--- src/rtl/serial_add_ctrl.sv ---
// serial_add_ctrl: bit-serial add sequencer that drives an external full adder LSB-first.
module serial_add_ctrl #(
    parameter int WIDTH         = 8,
    parameter int SETTLE_CYCLES = 1
) (
    input  logic             clk,
    input  logic             rst_n,
    input  logic             start,
    input  logic [WIDTH-1:0] a_in,
    input  logic [WIDTH-1:0] b_in,
    input  logic             ci_in,
    output logic             busy,
    output logic             done,
    output logic [WIDTH-1:0] sum_out,
    output logic             co_out,
    output logic             fa_a,
    output logic             fa_b,
    output logic             fa_ci,
    input  logic             fa_sum,
    input  logic             fa_co
);
    localparam int BW = (WIDTH > 1) ? $clog2(WIDTH) : 1;

    typedef enum logic [1:0] {IDLE, SETTLE, SAMPLE, DONE} state_t;

    state_t           state_q, state_d;
    logic [WIDTH-1:0] a_sh_q, a_sh_d, b_sh_q, b_sh_d, sum_sh_q, sum_sh_d, sum_out_q, sum_out_d;
    logic             carry_q, carry_d, co_out_q, co_out_d;
    logic             fa_a_q, fa_a_d, fa_b_q, fa_b_d, fa_ci_q, fa_ci_d;
    logic [BW-1:0]    bit_cnt_q, bit_cnt_d;
    logic [3:0]       settle_cnt_q, settle_cnt_d;
    logic [WIDTH-1:0] sum_next;
    logic             last_bit;

    assign sum_next = {fa_sum, sum_sh_q[WIDTH-1:1]};
    assign last_bit = bit_cnt_q == BW'(WIDTH - 1);

    always_comb begin
        state_d      = state_q;
        a_sh_d       = a_sh_q;
        b_sh_d       = b_sh_q;
        sum_sh_d     = sum_sh_q;
        sum_out_d    = sum_out_q;
        carry_d      = carry_q;
        co_out_d     = co_out_q;
        fa_a_d       = fa_a_q;
        fa_b_d       = fa_b_q;
        fa_ci_d      = fa_ci_q;
        bit_cnt_d    = bit_cnt_q;
        settle_cnt_d = settle_cnt_q;
        case (state_q)
            IDLE: if (start) begin
                state_d      = SETTLE;
                a_sh_d       = a_in;
                b_sh_d       = b_in;
                carry_d      = ci_in;
                bit_cnt_d    = '0;
                settle_cnt_d = '0;
                fa_a_d       = a_in[0];
                fa_b_d       = b_in[0];
                fa_ci_d      = ci_in;
            end
            SETTLE: begin
                state_d      = (settle_cnt_q == 4'(SETTLE_CYCLES - 1)) ? SAMPLE : SETTLE;
                settle_cnt_d = (settle_cnt_q == 4'(SETTLE_CYCLES - 1)) ? 4'd0 : settle_cnt_q + 4'd1;
            end
            SAMPLE: begin
                sum_sh_d  = sum_next;
                carry_d   = fa_co;
                a_sh_d    = a_sh_q >> 1;
                b_sh_d    = b_sh_q >> 1;
                bit_cnt_d = last_bit ? '0 : bit_cnt_q + BW'(1);
                // fa_* are preloaded with the next bit so they stay stable over its whole window
                if (last_bit) begin
                    state_d   = DONE;
                    sum_out_d = sum_next;
                    co_out_d  = fa_co;
                    fa_a_d    = 1'b0;
                    fa_b_d    = 1'b0;
                    fa_ci_d   = 1'b0;
                end else begin
                    state_d = SETTLE;
                    fa_a_d  = a_sh_q[1];
                    fa_b_d  = b_sh_q[1];
                    fa_ci_d = fa_co;
                end
            end
            default: state_d = IDLE;
        endcase
    end

    always_ff @(posedge clk or negedge rst_n) begin
        if (!rst_n) begin
            state_q      <= IDLE;
            a_sh_q       <= '0;
            b_sh_q       <= '0;
            sum_sh_q     <= '0;
            sum_out_q    <= '0;
            carry_q      <= 1'b0;
            co_out_q     <= 1'b0;
            fa_a_q       <= 1'b0;
            fa_b_q       <= 1'b0;
            fa_ci_q      <= 1'b0;
            bit_cnt_q    <= '0;
            settle_cnt_q <= '0;
        end else begin
            state_q      <= state_d;
            a_sh_q       <= a_sh_d;
            b_sh_q       <= b_sh_d;
            sum_sh_q     <= sum_sh_d;
            sum_out_q    <= sum_out_d;
            carry_q      <= carry_d;
            co_out_q     <= co_out_d;
            fa_a_q       <= fa_a_d;
            fa_b_q       <= fa_b_d;
            fa_ci_q      <= fa_ci_d;
            bit_cnt_q    <= bit_cnt_d;
            settle_cnt_q <= settle_cnt_d;
        end
    end

    assign busy    = (state_q == SETTLE) || (state_q == SAMPLE);
    assign done    = state_q == DONE;
    assign sum_out = sum_out_q;
    assign co_out  = co_out_q;
    assign fa_a    = fa_a_q;
    assign fa_b    = fa_b_q;
    assign fa_ci   = fa_ci_q;
endmodule

--- config.mk ---
export PLATFORM = sky130hd
export DESIGN_NAME = serial_add_ctrl
export DESIGN_NICKNAME = d
export VERILOG_FILES = /design/src/rtl/serial_add_ctrl.sv
export SDC_FILE = /design/constraint.sdc
export NUM_CORES = 1
export LEC_CHECK = 0
export CORE_MARGIN = 3
export CORE_UTILIZATION = 30
export CTS_CLUSTER_DIAMETER = 100
export CTS_CLUSTER_SIZE = 28
export DETAILED_ROUTE_END_ITERATION = 16
export DONT_BUFFER_PORTS = 1
export PLACE_DENSITY = 0.4
export SYNTH_ARGS = -nofsm -noshare
export SYNTH_HDL_FRONTEND = slang
export SYNTH_SLANG_ARGS = --single-unit
--- constraint.sdc ---
create_clock -name clk -period 4.3 [get_ports clk]
set_input_delay 0.43 -clock clk [delete_from_list [all_inputs] [get_ports clk]]
set_output_delay 0.43 -clock clk [all_outputs]
set_load 0.01 [all_outputs]
==> results of run 1 <==
## synth_stat cells, types with 2 or more instances
cell / count
sky130_fd_sc_hd__buf_4: 2
sky130_fd_sc_hd__a221o_1: 3
sky130_fd_sc_hd__nor3b_1: 3
sky130_fd_sc_hd__nand2_1: 19
sky130_fd_sc_hd__a211oi_1: 2
sky130_fd_sc_hd__a32o_1: 3
sky130_fd_sc_hd__mux2i_1: 13
sky130_fd_sc_hd__buf_2: 2
sky130_fd_sc_hd__ha_1: 9
sky130_fd_sc_hd__o21ai_0: 15
sky130_fd_sc_hd__inv_1: 5
sky130_fd_sc_hd__a31oi_1: 2
sky130_fd_sc_hd__buf_6: 3
sky130_fd_sc_hd__mux2_2: 17
sky130_fd_sc_hd__dfrtp_1: 42
sky130_fd_sc_hd__o31ai_1: 2
sky130_fd_sc_hd__nor2b_1: 3
## state kept, by name, summed over array words and instances, names as in the netlist
register / flops
a_sh_q: 7
b_sh_q: 7
bit_cnt_q: 3
co_out: 1
fa_a: 1
fa_b: 1
fa_ci: 1
settle_cnt_q: 4
state_q: 2
sum_out: 8
sum_sh_q: 7
## cell usage in the layout (no fill, tap or decap), types with 2 or more instances in the layout
cell type                   n
sky130_fd_sc_hd__clkbuf_8   5
sky130_fd_sc_hd__a211oi_1   2
sky130_fd_sc_hd__nand2_1   19
sky130_fd_sc_hd__mux2i_1   13
sky130_fd_sc_hd__ha_1       9
sky130_fd_sc_hd__inv_1      5
sky130_fd_sc_hd__a221o_1    3
sky130_fd_sc_hd__a32o_1     3
sky130_fd_sc_hd__a31oi_1    2
sky130_fd_sc_hd__mux2_2    17
sky130_fd_sc_hd__o31ai_1    2
sky130_fd_sc_hd__nor2b_1    3
sky130_fd_sc_hd__o21ai_0   15
sky130_fd_sc_hd__dfrtp_1   42
sky130_fd_sc_hd__nor3b_1    3
## logic make-up (layout without fill, tap and decap cells)
group,after synthesis,count (layout),share of synthesized area [%]
other,0,1,0
buffers and inverters,13,16,4.10
AOI/OAI and AO/OA,31,31,10.7
DFF,42,42,53.0
and+or+nand+nor,33,33,9.21
muxes,31,31,17.3
adders and majority gates,9,9,5.68
## power by group through the flow
stage	Combinational, mW	Sequential, mW	Clock, mW
6_report	0.449	0.642	0.312
5_1_grt	0.517	0.665	0.344
4_1_cts	0.459	0.645	0.328
3_5_place_dp	0.446	0.652	0
3_3_place_gp	0.430	0.646	0
2_1_floorplan	0.406	0.618	0
## final cells by class
| cell class | count | area, um^2 | share of cell area, % |
|---|---|---|---|
| Sequential cell | 42 | 1050 | 48.4 |
| Multi-Input combinational cell | 104 | 851 | 39.2 |
| Tap cell | 75 | 93.8 | 4.32 |
| Clock buffer | 6 | 72.6 | 3.34 |
| Timing Repair Buffer | 3 | 45.0 | 2.07 |
| Clock inverter | 2 | 37.5 | 1.73 |
| Inverter | 5 | 18.8 | 0.864 |
| Antenna cell | 1 | 2.50 | 0.115 |
## worst paths after layout
| kind | start | endpoint | slack, ns | cells after the start |
|---|---|---|---|---|
| max | state_q[0] | fa_b | 2.11 | 5 |
| min | fa_co | fa_ci | 0.28 | 1 |
| max reg2reg | state_q[0] | fa_b | 2.11 | 5 |
| min reg2reg | b_sh_q[1] | b_sh_q[1] | 0.49 | 2 |
| max in group asynchronous | rst_n | state_q[0] | 3.45 | 2 |
| min in group asynchronous | rst_n | sum_out[2] | 0.65 | 2 |
## metal layers
metal	share of wire, %	routed length [um]	vias to the layer above	global-route usage (%)
met2	42	1590	29	16.0
met1	48	1820	572	14.0
met3	8.0	301	7	4.54
met5	0	0	-	0
li1	-	-	564	-
met4	1.9	70	0	5.02
## metrics by stage
step,setup slack [ns],hold slack [ns],instances,utilization [%]
floorplan,2.79,0.134,159,-
global placement,2.16,0.136,227,32.8
detailed placement,2.09,0.136,227,32.8
CTS,2.09,0.263,237,35.2
global route,1.90,0.260,238,35.2
finish,2.11,0.277,238,35.2
## worst register-to-register path: stages, from the launching register on
cell and delay (ns):
sky130_fd_sc_hd__dfrtp_1 0.43, sky130_fd_sc_hd__inv_1 0.10, sky130_fd_sc_hd__ha_1 0.39, sky130_fd_sc_hd__mux2i_4 0.77
sky130_fd_sc_hd__nor3b_1 0.12, sky130_fd_sc_hd__a221o_1 0.28
==> results.md, run 1 <==
* DRT antenna net count at 0
* Number of nets in the synthesized netlist at 190
* Post-Syn Area per Cell at 12.5 um^2
* Area share of the leading cell type in the synthesized netlist at 53.0%
* Kind of cell adding the most delay to the critical path: multiplexers
* Initial antenna violation count at 1
* Wirelength per Cell at 15.9 um
* Post-detailed-routing wire length at 3780 um
* Clock share of power at 22.3%
* Relative contribution of combinational cells to total power at 32.0%
* Setup-violating endpoint count in the final report at 0
* Layout cells sized above 1 at 20.4%
* Initial core utilization at 32.2%
* Final critical delay including setup and external delays at 2.19 ns
* Total Nets Final at 192
* Peak Freq at 0.456 GHz
* Vias per inst at 4.92
* Slew of the pin with the lowest slew margin at 0.802 ns
* Reported leakage power at 0.970 nW
* TritonCTS clock tree: built
* Max IR drop VDD at 331 uV
* Total clock sinks at 42
* Switching power total at 0.478 mW
* WP data required at 4.48 ns
* Top fanout value on the critical path at 33
* Total routing usage reported by global routing at 10.9%
* Fraction of power spent switching nets at 34.1%
* Total buffers and inverters traversed by the critical path at 1
* Maximum number of pins on one net before global-route repair at 43
* Half-perimeter wire length after detailed placement at 2550 um
* Maximum buffer depth of the clock tree at 2
* Warnings from Yosys at 0
* Area enclosed by the die boundary at 0.00762 mm^2
* Element type at the critical path start: flop
* Post-CTS setup buffer count at 0
* Slew Viols, Final at 0
* # port buffers at 0
* Final critical-path share of the clock period at 51.0%
* Unique masters post-synth at 31
* Core region area at 0.00617 mm^2
* Number of iterations in the first detailed-routing pass at 4
* Later-pin clock latency in the skew report at 0.29 ns
* Die span in y at 87.3 um
* Area delta synth->final at 9.53%
* Critical path start-end classification: flop to flop
* Most area-hungry cell type in the Yosys netlist: sky130_fd_sc_hd__dfrtp_1
* Largest stage delay on the critical path at 0.76 ns
* Data arrival, critical path at 2.37 ns
* Flops & latches, synth at 42
* Outcome: finished, final reports clean
* Post-synthesis sequential area ratio at 53.0%
* Residual DRC at 0
* Async SR Flop Fraction at 100%
* Rel. slew slack at 45.4%
* Detailed Route Iter0 Violations at 33
* GPL Wtd Cong at 0.699
* Hold-fix buffers, CTS at 2
* Internal power component at 0.924 mW
* Final design instance area without fill at 0.00217 mm^2
* Final Hold Fails at 0
* Power Density at 646 mW/mm^2
* Total via count after detailed routing at 1,172
* Number of cells upsized or downsized after cts at 0
* Total power at 1.40 mW
* Number of CTS-inserted buffers at 5
* Placement row count at 28
* Number of enable-type register cells in the synthesized netlist at 0
* Max-capacitance violation count at 0
* Total gr overflow at 0
* Post-placement cell area at 0.00202 mm^2
* CTS H-tree depth at 2
* Ordered list of cells on the worst path: inv_1, ha_1, mux2i_4, nor3b_1, a221o_1
* Final-layout fill cell count at 610
* Top cells by area in the synthesized netlist: sky130_fd_sc_hd__dfrtp_1 53%, sky130_fd_sc_hd__mux2_2 9.7%, sky130_fd_sc_hd__mux2i_1 6.6%
* Number of global-route vias before repair at 1,283
* Setup repair after global routing missed its margin: false
* Reg clk slew, reported paths at 0.08 ns
* Horizontal die dimension at 87.3 um
* First-pass GRT wire length at 6360 um
* Post-route setup TNS at 0 ns
* Worst min-delay path class: input port to flop
* Fraction of power consumed by sequential logic at 45.7%
* Kind of end point of the critical path: flop
* Mapped Cells at 159
* Total I/O pin count at 36
* Crit path max-delay cell type: sky130_fd_sc_hd__mux2i_4
* Cell area after technology mapping at 0.00198 mm^2
* Prevailing post-synth register cell: sky130_fd_sc_hd__dfrtp_1
* CTS Root Buffer Type: sky130_fd_sc_hd__clkbuf_8
* Clock tree skew after final layout at 0.00586 ns
Note: power is estimated with default switching activity, not from simulation.
==> run 2, diff against run 1 <==
--- a/config.mk
+++ b/config.mk
@@ -11,7 +11,7 @@
 export CTS_CLUSTER_SIZE = 28
 export DETAILED_ROUTE_END_ITERATION = 16
 export DONT_BUFFER_PORTS = 1
-export PLACE_DENSITY = 0.4
+export PLACE_DENSITY = 0.41
 export SYNTH_ARGS = -nofsm -noshare
 export SYNTH_HDL_FRONTEND = slang
 export SYNTH_SLANG_ARGS = --single-unit
==> constraint.sdc (replaced) <==
create_clock -name clk -period 1.88 [get_ports clk]
set_input_delay 0.188 -clock clk [delete_from_list [all_inputs] [get_ports clk]]
set_output_delay 0.188 -clock clk [all_outputs]
set_load 0.01 [all_outputs]
==> run 2 against run 1 <==
Sequential power rose by 130%. Global-route usage rose by 0.47 points. Routed wire length rose by 2.6%. Count of clock-buffer cells in the layout fell by 1. Largest cell class unchanged. Final area rose by 2.1%. Via count rose by 3.2%. Register-to-register slack got worse by 1.9 ns. Highest routed layer unchanged. Non-clock buffer count rose by 7. Sequential share of layout area fell by 1.0 points. Utilization rose by 0.75 points. Power rose by 130%.
==> results.md, run 2 (synthesized netlist as in run 1, its figures left out) <==
* Total via count after detailed routing at 1,209 (was 1,172)
* Setup-violating endpoint count in the final report at 0 (unchanged)
* Number of iterations in the first detailed-routing pass at 4 (unchanged)
* DRT antenna net count at 0 (unchanged)
* Horizontal die dimension at 87.3 um (unchanged)
* Maximum buffer depth of the clock tree at 2 (unchanged)
* Reported leakage power at 0.996 nW (was 0.970 nW)
* Later-pin clock latency in the skew report at 0.30 ns (was 0.29 ns)
* Final critical-path share of the clock period at 91.5% (was 51.0%)
* First-pass GRT wire length at 6670 um (was 6360 um)
* Total gr overflow at 0 (unchanged)
* Total clock sinks at 42 (unchanged)
* Data arrival, critical path at 1.91 ns (was 2.37 ns)
* Largest stage delay on the critical path at 0.45 ns (was 0.76 ns)
* Power Density at 1460 mW/mm^2 (was 646 mW/mm^2)
* Peak Freq at 0.581 GHz (was 0.456 GHz)
* Setup repair after global routing missed its margin: false (unchanged)
* Wirelength per Cell at 15.8 um (was 15.9 um)
* Total buffers and inverters traversed by the critical path at 2 (was 1)
* Top fanout value on the critical path at 8 (was 33)
* WP data required at 2.07 ns (was 4.48 ns)
* Total I/O pin count at 36 (unchanged)
* Reg-to-reg critical path startpoint: state_q[1] (was state_q[0])
* Worst min-delay path class: input port to flop (unchanged)
* Rel. slew slack at 75.9% (was 45.4%)
* Residual DRC at 0 (unchanged)
* CTS H-tree depth at 2 (unchanged)
* Slew of the pin with the lowest slew margin at 0.352 ns (was 0.802 ns)
* Half-perimeter wire length after detailed placement at 2730 um (was 2550 um)
* Crit path max-delay cell type: sky130_fd_sc_hd__dfrtp_1 (was sky130_fd_sc_hd__mux2i_4)
* Detailed Route Iter0 Violations at 67 (was 33)
* Leading cell type in the layout, fill and taps excluded: sky130_fd_sc_hd__dfrtp_1 (unchanged)
* Slew Viols, Final at 0 (unchanged)
* Final-layout fill cell count at 619 (was 610)
* Element type at the critical path start: flop (unchanged)
* Area enclosed by the die boundary at 0.00762 mm^2 (unchanged)
* GPL Wtd Cong at 0.785 (was 0.699)
* Post-route setup TNS at 0 ns (unchanged)
* Max IR drop VDD at 496 uV (was 331 uV)
* Kind of cell adding the most delay to the critical path: flip-flops (was multiplexers)
* Clock tree skew after final layout at 0.00638 ns (was 0.00586 ns)
* Core region area at 0.00617 mm^2 (unchanged)
* Initial antenna violation count at 1 (unchanged)
* Final critical delay including setup and external delays at 1.72 ns (was 2.19 ns)
* TritonCTS clock tree: built (unchanged)
* Vias per inst at 4.93 (was 4.92)
* Number of global-route vias before repair at 1,304 (was 1,283)
* CP Launch Point: state_q[1] (was state_q[0])
* Total routing usage reported by global routing at 11.4% (was 10.9%)
* Hold Path Origin: fa_co (unchanged)
* Initial core utilization at 32.2% (unchanged)
* Commonest cells after routing, fill and taps aside: 42 x sky130_fd_sc_hd__dfrtp_1, 19 x sky130_fd_sc_hd__nand2_1, 17 x sky130_fd_sc_hd__mux2_2 (unchanged)
* Kind of end point of the critical path: flop (unchanged)
* Max-capacitance violation count at 0 (unchanged)
* CTS Root Buffer Type: sky130_fd_sc_hd__clkbuf_8 (unchanged)
* Area delta synth->final at 11.9% (was 9.53%)
* Die span in y at 87.3 um (unchanged)
* Reg clk slew, reported paths at 0.09 ns (was 0.08 ns)
* Layout cells sized above 1 at 25.4% (was 20.4%)
* Placement row count at 28 (unchanged)
* Flip-flop count of the largest register, all copies and words added at 8 (unchanged)
* Post-detailed-routing wire length at 3880 um (was 3780 um)
* # port buffers at 0 (unchanged)
* Share of the core filled with cells in the final layout at 36.0% (was 35.2%)
* Critical path start-end classification: flop to flop (unchanged)
* Total Nets Final at 199 (was 192)
* Number of CTS-inserted buffers at 5 (unchanged)
* Outcome: finished, final reports clean (unchanged)
* Ordered list of cells on the worst path: inv_1, ha_2, buf_4, nor2b_4, nor3b_2, a221o_1 (was inv_1, ha_1, mux2i_4, nor3b_1, a221o_1)
* Maximum number of pins on one net before global-route repair at 43 (unchanged)
* Final Hold Fails at 0 (unchanged)
==> run 2: cell types whose count changed in the layout (fill, tap and decap cells not counted), sizes merged <==
cell,change
clkinv,+1
buf,+7
inv,+1
clkbuf,-1
bufinv,-1
==> run 2: through the flow <==
stage	cell area [um^2]	std cells	setup slack, ns	hold WS (ns)	total power, mW
global placement	2060	232	0.181	-0.106	2.52
global route	2220	245	0.0521	0.0109	3.53
CTS	2180	242	0.113	0.0162	3.24
detailed placement	2060	232	0.152	-0.106	2.58
finish	2220	245	0.159	0.0309	3.25
floorplan	1980	159	0.368	-0.108	2.34
==> run 2: power breakdown <==
| group | switching [mW] | leakage (nW) | total (mW) | internal, mW |
|---|---|---|---|---|
| sequential | 0.250 | 0.541 | 1.48 | 1.23 |
| clock | 0.339 | 0.0448 | 0.607 | 0.268 |
| combinational | 0.565 | 0.409 | 1.16 | 0.598 |
==> run 2: cell type report <==
cell class	count	area [um^2]	area share, %
Clock inverter	3	25.0	1.13
Timing Repair Buffer	10	103	4.62
Antenna cell	1	2.50	0.113
Multi-Input combinational cell	104	856	38.6
Inverter	5	18.8	0.846
Sequential cell	42	1050	47.4
Clock buffer	5	68.8	3.10
Tap cell	75	93.8	4.23
==> run 2: final timing paths <==
check | slack (ns) | cells after the start | to
worst max register to register | 0.16 | 6 | fa_b
worst max-delay path | 0.16 | 6 | fa_b
min in group asynchronous | 0.35 | 2 | sum_out[2]
worst min-delay path | 0.03 | 1 | fa_ci
worst min register to register | 0.49 | 2 | b_sh_q[1]
max in group asynchronous | 1.31 | 2 | b_sh_q[1]
==> run 2: layer usage <==
metal  up-vias  global-route usage (%)  part of all wire, %
met5         -                       0                    0
li1        586                       -                    -
met3         6                    5.49                  8.0
met1       586                    15.2                   47
met2        31                    16.2                   43
met4         0                    3.77                  1.5
==> run 2: repair_timing <==
action / in CTS / in global routing
hold buffers: 2 / 0
endpoints found under the hold margin: 42 / 0
setup buffers: 0 / 2
endpoints found under the setup margin: 0 / 10
gates resized for setup: 0 / 2
